File: config.mk
export PLATFORM = sky130hd
export DESIGN_NAME = weight_bias_fetcher
export DESIGN_NICKNAME = d
export VERILOG_FILES = /design/src/rtl/weight_bias_fetcher_pkg.sv /design/src/rtl/weight_fetch_credit.sv /design/src/rtl/weight_bias_fetcher.sv
export SDC_FILE = /design/constraint.sdc
export NUM_CORES = 1
export LEC_CHECK = 0
export ABC_AREA = 1
export CORE_AREA = 2 2 438 440
export DETAILED_ROUTE_END_ITERATION = 8
export DIE_AREA = 0 0 440 442
export GPL_TIMING_DRIVEN = 1
export PLACE_DENSITY = 0.39
export SLEW_MARGIN = 0
export SYNTH_ARGS = -nofsm -noshare
export SYNTH_HDL_FRONTEND = slang
export SYNTH_HIERARCHICAL = 1
export SYNTH_SLANG_ARGS = --single-unit
File: constraint.sdc
create_clock -name system_clk -period 9.9 [get_ports system_clk]
set_clock_uncertainty 0.15 [all_clocks]
set_input_delay 0.99 -clock system_clk [delete_from_list [all_inputs] [get_ports system_clk]]
set_output_delay 0.99 -clock system_clk [all_outputs]
set_load 0.005 [all_outputs]
File: src/rtl/weight_bias_fetcher_pkg.sv
// Shared definitions for the weight/bias fetcher: FSM state encoding and beat sizing.
package weight_bias_fetcher_pkg;

  localparam int unsigned MEM_DATA_WIDTH_DEFAULT = 512;

  typedef enum logic [1:0] {
    ST_IDLE  = 2'd0,
    ST_ISSUE = 2'd1,
    ST_DRAIN = 2'd2,
    ST_DONE  = 2'd3
  } fetch_state_e;

  function automatic int unsigned bytes_per_beat(input int unsigned data_width);
    return data_width / 8;
  endfunction

  localparam int unsigned BYTES_PER_BEAT_DEFAULT = bytes_per_beat(MEM_DATA_WIDTH_DEFAULT);

endpackage

File: src/rtl/weight_fetch_credit.sv
// Outstanding-beat counter for the weight/bias fetcher: tracks requested-but-not-returned
// beats and answers whether a burst of query_len beats still fits under MAX_OUTSTANDING.
module weight_fetch_credit #(
  parameter int unsigned LEN_WIDTH       = 8,
  parameter int unsigned MAX_OUTSTANDING = 64
) (
  input  logic                 clk,
  input  logic                 rst_n,
  input  logic                 cmd_fire,
  input  logic [LEN_WIDTH-1:0] cmd_len,
  input  logic                 ret_valid,
  input  logic [LEN_WIDTH-1:0] query_len,
  output logic                 can_issue,
  output logic                 ret_accept,
  output logic                 credit_empty
);

  localparam int unsigned OUT_W = $clog2(MAX_OUTSTANDING + 1);
  localparam int unsigned SUM_W = ((OUT_W > LEN_WIDTH) ? OUT_W : LEN_WIDTH) + 1;

  logic [OUT_W-1:0] outstanding_q, outstanding_d;

  // Returns arriving with nothing outstanding are stale (e.g. after a reset) and dropped.
  assign ret_accept   = ret_valid && (outstanding_q != '0);
  assign credit_empty = (outstanding_q == '0);
  assign can_issue    = (SUM_W'(outstanding_q) + SUM_W'(query_len)) <= SUM_W'(MAX_OUTSTANDING);

  always_comb begin
    outstanding_d = outstanding_q;
    if (cmd_fire) begin
      outstanding_d = outstanding_d + OUT_W'(cmd_len);
    end
    if (ret_accept) begin
      outstanding_d = outstanding_d - OUT_W'(1);
    end
  end

  always_ff @(posedge clk or negedge rst_n) begin
    if (!rst_n) begin
      outstanding_q <= '0;
    end else begin
      outstanding_q <= outstanding_d;
    end
  end

endmodule

File: src/rtl/weight_bias_fetcher.sv
// Weight/bias fetch engine: issues read bursts for a contiguous beat region and forwards
// returned beats to the weight buffer. Define WEIGHT_FETCH_PERF_CNT_EN for perf counters.
module weight_bias_fetcher
  import weight_bias_fetcher_pkg::*;
#(
  parameter int unsigned MEM_DATA_WIDTH  = MEM_DATA_WIDTH_DEFAULT,
  parameter int unsigned ADDR_WIDTH      = 32,
  parameter int unsigned BEAT_CNT_WIDTH  = 20,
  parameter int unsigned LEN_WIDTH       = 8,
  parameter int unsigned BURST_LEN       = 16,
  parameter int unsigned MAX_OUTSTANDING = 64
) (
  input  logic                      system_clk,
  input  logic                      rst_n,
  input  logic                      fetch_start,
  input  logic [ADDR_WIDTH-1:0]     fetch_base_addr,
  input  logic [BEAT_CNT_WIDTH-1:0] fetch_beat_num,
  output logic                      fetch_busy,
  output logic                      fetch_done,
  output logic                      rd_cmd_valid,
  input  logic                      rd_cmd_ready,
  output logic [ADDR_WIDTH-1:0]     rd_cmd_addr,
  output logic [LEN_WIDTH-1:0]      rd_cmd_len,
  input  logic [MEM_DATA_WIDTH-1:0] rd_data,
  input  logic                      rd_data_valid,
  output logic [MEM_DATA_WIDTH-1:0] weight_and_bias_data,
  output logic                      weight_and_bias_valid,
  input  logic                      weight_buffer_ready
`ifdef WEIGHT_FETCH_PERF_CNT_EN
  ,
  output logic [31:0]               perf_beat_cnt,
  output logic [31:0]               perf_stall_cnt
`endif
);

  localparam int unsigned BYTES_PER_BEAT = bytes_per_beat(MEM_DATA_WIDTH);

  fetch_state_e              state_q, state_d;
  logic [ADDR_WIDTH-1:0]     cur_addr_q, cur_addr_d;
  logic [BEAT_CNT_WIDTH-1:0] remaining_q, remaining_d;
  logic                      rd_cmd_valid_q, rd_cmd_valid_d;
  logic [ADDR_WIDTH-1:0]     rd_cmd_addr_q, rd_cmd_addr_d;
  logic [LEN_WIDTH-1:0]      rd_cmd_len_q, rd_cmd_len_d;
  logic                      wab_valid_q, wab_valid_d;
  logic [MEM_DATA_WIDTH-1:0] wab_data_q, wab_data_d;
  logic                      fetch_done_q, fetch_done_d;

  logic [LEN_WIDTH-1:0]      next_len;
  logic                      cmd_fire;
  logic                      can_issue;
  logic                      ret_accept;
  logic                      credit_empty;
  logic                      launch_ok;
  logic                      start_accept;

  assign next_len     = (remaining_q >= BEAT_CNT_WIDTH'(BURST_LEN)) ? LEN_WIDTH'(BURST_LEN)
                                                                     : LEN_WIDTH'(remaining_q);
  assign cmd_fire     = rd_cmd_valid_q && rd_cmd_ready;
  assign launch_ok    = weight_buffer_ready && can_issue;
  assign start_accept = (state_q == ST_IDLE) && fetch_start;

  weight_fetch_credit #(
    .LEN_WIDTH      (LEN_WIDTH),
    .MAX_OUTSTANDING(MAX_OUTSTANDING)
  ) u_credit (
    .clk         (system_clk),
    .rst_n       (rst_n),
    .cmd_fire    (cmd_fire),
    .cmd_len     (rd_cmd_len_q),
    .ret_valid   (rd_data_valid),
    .query_len   (next_len),
    .can_issue   (can_issue),
    .ret_accept  (ret_accept),
    .credit_empty(credit_empty)
  );

  always_comb begin
    state_d        = state_q;
    cur_addr_d     = cur_addr_q;
    remaining_d    = remaining_q;
    rd_cmd_valid_d = rd_cmd_valid_q;
    rd_cmd_addr_d  = rd_cmd_addr_q;
    rd_cmd_len_d   = rd_cmd_len_q;
    fetch_done_d   = 1'b0;
    wab_valid_d    = ret_accept;
    wab_data_d     = ret_accept ? rd_data : wab_data_q;

    unique case (state_q)
      ST_IDLE: begin
        if (fetch_start) begin
          cur_addr_d  = fetch_base_addr;
          remaining_d = fetch_beat_num;
          state_d     = (fetch_beat_num == '0) ? ST_DONE : ST_ISSUE;
        end
      end
      ST_ISSUE: begin
        // A presented command is held until accepted, regardless of buffer/credit changes.
        if (rd_cmd_valid_q) begin
          if (rd_cmd_ready) begin
            rd_cmd_valid_d = 1'b0;
            cur_addr_d     = cur_addr_q + ADDR_WIDTH'(rd_cmd_len_q) * ADDR_WIDTH'(BYTES_PER_BEAT);
            remaining_d    = remaining_q - BEAT_CNT_WIDTH'(rd_cmd_len_q);
            if (remaining_d == '0) begin
              state_d = ST_DRAIN;
            end
          end
        end else if (launch_ok) begin
          rd_cmd_valid_d = 1'b1;
          rd_cmd_addr_d  = cur_addr_q;
          rd_cmd_len_d   = next_len;
        end
      end
      ST_DRAIN: begin
        if (credit_empty) begin
          state_d = ST_DONE;
        end
      end
      ST_DONE: begin
        fetch_done_d = 1'b1;
        state_d      = ST_IDLE;
      end
      default: state_d = ST_IDLE;
    endcase
  end

  always_ff @(posedge system_clk or negedge rst_n) begin
    if (!rst_n) begin
      state_q        <= ST_IDLE;
      cur_addr_q     <= '0;
      remaining_q    <= '0;
      rd_cmd_valid_q <= 1'b0;
      rd_cmd_addr_q  <= '0;
      rd_cmd_len_q   <= '0;
      wab_valid_q    <= 1'b0;
      wab_data_q     <= '0;
      fetch_done_q   <= 1'b0;
    end else begin
      state_q        <= state_d;
      cur_addr_q     <= cur_addr_d;
      remaining_q    <= remaining_d;
      rd_cmd_valid_q <= rd_cmd_valid_d;
      rd_cmd_addr_q  <= rd_cmd_addr_d;
      rd_cmd_len_q   <= rd_cmd_len_d;
      wab_valid_q    <= wab_valid_d;
      wab_data_q     <= wab_data_d;
      fetch_done_q   <= fetch_done_d;
    end
  end

  assign fetch_busy            = (state_q != ST_IDLE);
  assign fetch_done            = fetch_done_q;
  assign rd_cmd_valid          = rd_cmd_valid_q;
  assign rd_cmd_addr           = rd_cmd_addr_q;
  assign rd_cmd_len            = rd_cmd_len_q;
  assign weight_and_bias_valid = wab_valid_q;
  assign weight_and_bias_data  = wab_data_q;

`ifdef WEIGHT_FETCH_PERF_CNT_EN
  logic [31:0] perf_beat_q, perf_beat_d;
  logic [31:0] perf_stall_q, perf_stall_d;
  logic        stall_cycle;

  assign stall_cycle = (state_q == ST_ISSUE) && !rd_cmd_valid_q && !launch_ok;

  always_comb begin
    perf_beat_d  = perf_beat_q;
    perf_stall_d = perf_stall_q;
    if (start_accept) begin
      perf_beat_d  = '0;
      perf_stall_d = '0;
    end else begin
      if (wab_valid_d) perf_beat_d = perf_beat_q + 32'd1;
      if (stall_cycle) perf_stall_d = perf_stall_q + 32'd1;
    end
  end

  always_ff @(posedge system_clk or negedge rst_n) begin
    if (!rst_n) begin
      perf_beat_q  <= '0;
      perf_stall_q <= '0;
    end else begin
      perf_beat_q  <= perf_beat_d;
      perf_stall_q <= perf_stall_d;
    end
  end

  assign perf_beat_cnt  = perf_beat_q;
  assign perf_stall_cnt = perf_stall_q;
`else
  logic unused_start_accept;
  assign unused_start_accept = start_accept;
`endif

endmodule

==> impl_summary.md <==
Run status
The run finished with clean final reports.

Power
For this design the static power due to leakage is about 17 nW. The worst vdd rail ir drop is 134 uV. The power density relative to cell area is 229 mW/mm2. Total power for the finished layout comes to approximately 10 mW.

Yosys
The part of the Yosys area used for sequential elements is 0.591. The number of warnings issued by yosys is 6. Synthesis produced a netlist whose cell count is between 2000 and 2500.

In this run the mean area of a mapped cell was around 12 um2. The synthesized area is between 0.02 and 0.03 mm2. The netlist uses 44 different library cells.

Synthesis inferred about 620 register bits.

Route
Wires add up to 161 mm. After detailed routing, the number of remaining DRC violations is 0. The number of nets with antenna violations after detailed routing is 0. The total via count after detailed routing is 21309. The average via count per standard cell is about 3.7. The average wire length per cell after detail routing is ~28 um. For this block, the initial DRC count from the detailed router was around 1200. The detailed-routing iteration count for the pre-antenna-repair pass is 5.

Setup path
The peak fanout along the critical path is 66. The worst register-to-register path has a setup slack of ~5.8 ns. The count of cells along the worst register-to-register path is 18. The worst setup path category is flip-flop to flip-flop.

The worst setup path is launched from a flip-flop. The endpoint of the worst-slack reg-to-reg timing path is rd_cmd_len[4]. Data on the critical path arrives at its endpoint at 4.47 ns.

The launching instance or port of the critical path is remaining_q[12]. The capturing instance or port of the critical path is rd_cmd_len[4]. The startpoint of the worst-slack reg-to-reg timing path is remaining_q[12]. The type of destination of the critical path is a flip-flop. For the worst setup path, the data required time is between 10 and 15 ns.

Final layout
The cell area after layout is roughly 0.043 mm2. The ratio of cells with drive above 1 in the final layout is 0.218. The number of nets in the layout is just under 4000. The layout overhead on the synthesized area is 65.4%. Fill cells in the final layout number 20343.

Floorplanning
In this run the core area contains 160 standard-cell rows. The placeable core area is between 0.15 and 0.2 mm2. The starting density of the core is 0.138. The number of ports placed on the die boundary is around 1100. The overall die width is 440 um. In this run the vertical extent of the chip is approximately 440 um. The full die area is 0.194 mm2.

Global routing
The number of global-route vias before repair is roughly 21000. The total overflow left after global routing is 0. The largest net degree at the start of global routing is 147.

The initial antenna violation count came to 72. The global-route total usage across every layer is 0.161. The first global-routing pass estimated about 210 mm of wire.

Timing
Measured against its own limit, the worst slew margin works out to 0.278. The share of the cycle needed by the critical path after routing is 0.411. The final count of negative-setup-slack endpoints is 0. Setup repair after global routing left no endpoint under its margin. For the final routed database, the setup TNS stands at 0 ns. The final hold violation count was 0. The highest attainable clock frequency is around 250 MHz. The max-slew violation count is 0. The slew at the pin with the worst max-slew slack is about 1.1 ns.

For the finished layout, the period the worst path requires is around 4.1 ns.

Placed design
The total of buffers placed on input and output ports is between 1000 and 1500. In this run the cell area measured after placement is a little over 0.04 mm2. The final estimated routing congestion in global placement is 0.930. The placed wire-length estimate after detailed placement is roughly 130 mm.

Clocking
The clock drives 616 sinks. Clock-pin slew was measured on the worst setup and hold paths at 0.07 ns. Once the clock tree was built, the resizer swapped 0 gates to a different size. The count of buffers added by post-CTS timing repair for setup is 0. The clock passes through at most 3 buffers. The H-tree generated during clock tree synthesis spans 3 levels. In this run, CTS created clock tree buffers numbering 85. CTS placed an instance of sky130_fd_sc_hd__clkbuf_16 at the clock tree root. The CTS tree is yes.

The clock insertion delay at the later pin of the skew report is about 0.7 ns. The number of buffers inserted by hold repair at cts is 0.

Hold path
The path class of the lowest-slack min-delay path is input pin to async pin.

Job
The count of max-cap constraint violations is 0.
critical path, stage by stage (launching register included):
cell	delay [ns]
sky130_fd_sc_hd__dfrtp_1	0.41
sky130_fd_sc_hd__nor2_2	0.19
sky130_fd_sc_hd__nand2_1	0.11
sky130_fd_sc_hd__nor2_1	0.24
sky130_fd_sc_hd__nand4_1	0.35
sky130_fd_sc_hd__nor2_1	0.25
sky130_fd_sc_hd__ha_1	0.32
sky130_fd_sc_hd__a21oi_1	0.16
sky130_fd_sc_hd__nand2_1	0.12
sky130_fd_sc_hd__nand3_1	0.09
sky130_fd_sc_hd__nand2_1	0.06
sky130_fd_sc_hd__xnor2_1	0.13
sky130_fd_sc_hd__nand2_1	0.06
sky130_fd_sc_hd__a21oi_1	0.08
sky130_fd_sc_hd__nand3_2	0.07
sky130_fd_sc_hd__buf_4	0.53
sky130_fd_sc_hd__inv_1	0.36
sky130_fd_sc_hd__nand2_1	0.14
sky130_fd_sc_hd__o21ai_0	0.08
flip-flops by register name, indices dropped and copies added (netlist names):
signal	cells
fetch_done	1
weight_and_bias_valid	1
u_credit/outstanding_q	7
state_q	2
weight_and_bias_data	512
remaining_q	20
rd_cmd_addr	32
rd_cmd_len	8
rd_cmd_valid	1
cur_addr_q	32
area by class of cell:
| cell class | instances | area (um2) | share of cell area |
|---|---|---|---|
| Multi-Input combinational cell | 1252 | 9750 | 0.226 |
| Clock buffer | 124 | 2470 | 0.0572 |
| Sequential cell | 616 | 15400 | 0.357 |
| Clock inverter | 30 | 340 | 0.00789 |
| Antenna cell | 11 | 27.5 | 0.000638 |
| Inverter | 139 | 523 | 0.0121 |
| Timing Repair Buffer | 1142 | 11500 | 0.266 |
| Tap cell | 2511 | 3140 | 0.0728 |
cell families after synthesis:
| family | share of synthesized area |
|---|---|
| DFF | 0.591 |
| AOI/OAI and AO/OA | 0.0395 |
| buffers and inverters | 0.0366 |
| adders and majority gates | 0.0194 |
| muxes | 0.221 |
| other | 0.000144 |
| and+or+nand+nor | 0.0850 |
| xor gates and xnor gates | 0.00672 |
power breakdown:
part | switching [mW] | internal, mW | total, mW
Sequential | 0.411 | 2.98 | 3.39
Clock | 1.33 | 1.84 | 3.18
Combinational | 1.81 | 1.52 | 3.33
metal layers:
metal	wire length, um	GRT usage	part of all wire
met1	62500	0.187	0.39
met2	80400	0.280	0.50
met3	14000	0.0626	0.087
met4	3700	0.0312	0.023
met5	66	0	0.00041
through the flow:
step                       util  cells  setup WS [ns]  hold slack (ns)
final                     0.228   5825           5.83            0.133
after global routing      0.227   5815           5.39            0.152
after CTS                 0.227   5814           5.85            0.131
after detailed placement  0.213   5660           5.40            0.325
after global placement    0.213   5660           5.41            0.321
after floorplan               -   2096           6.77            0.318
cells in the mapped netlist (all sizes together):
cell type  number  share of area
o21ai         102          0.020
dfrtp         616           0.59
or2             1        0.00024
a21boi          2         0.0012
o211ai         18         0.0052
inv           138          0.020
xor2            9         0.0030
clkinv          1        0.00019
conb            1        0.00014
o31ai           1        0.00029
nor2          100          0.016
mux2          512           0.22
clkbuf         30         0.0043
nor3           14         0.0029
nand3          85          0.017
fa              4         0.0031
mux2i           1        0.00038
xnor2          11         0.0037
nand3b          1        0.00029
nor4            7         0.0017
nand2         270          0.041
ha             34          0.016
a221oi          1        0.00034
o22ai          18         0.0043
o21a            3        0.00086
nand4          22         0.0053
a21oi          30         0.0069
buf            59          0.012
cells in the final DEF, fill, tap and decap left out, drive strengths merged, types with 7 or more instances in the layout:
| cell | instances |
|---|---|
| clkdlybuf4s50 | 1124 |
| dfrtp | 616 |
| mux2 | 512 |
| nand2 | 270 |
| inv | 144 |
| clkbuf | 124 |
| o21ai | 102 |
| nor2 | 100 |
| nand3 | 85 |
| ha | 34 |
| a21oi | 30 |
| nand4 | 22 |
| o22ai | 18 |
| o211ai | 18 |
| buf | 18 |
| clkinv | 15 |
| nor3 | 14 |
| diode | 11 |
| xnor2 | 11 |
| xor2 | 9 |
| nor4 | 7 |
worst min path at each step:
stage          slack (ns)  cells past startpoint                        end      startpoint
6_report             0.13                      1  weight_and_bias_data[230]           rst_n
5_1_grt              0.15                      1  weight_and_bias_data[230]           rst_n
4_1_cts              0.13                      1  weight_and_bias_data[230]           rst_n
3_5_place_dp         0.32                      2             rd_cmd_addr[8]  rd_cmd_addr[8]
3_3_place_gp         0.32                      2             rd_cmd_addr[0]  rd_cmd_addr[0]
2_1_floorplan        0.32                      2             rd_cmd_addr[6]   cur_addr_q[6]
Power figures use the tool's default switching activity.
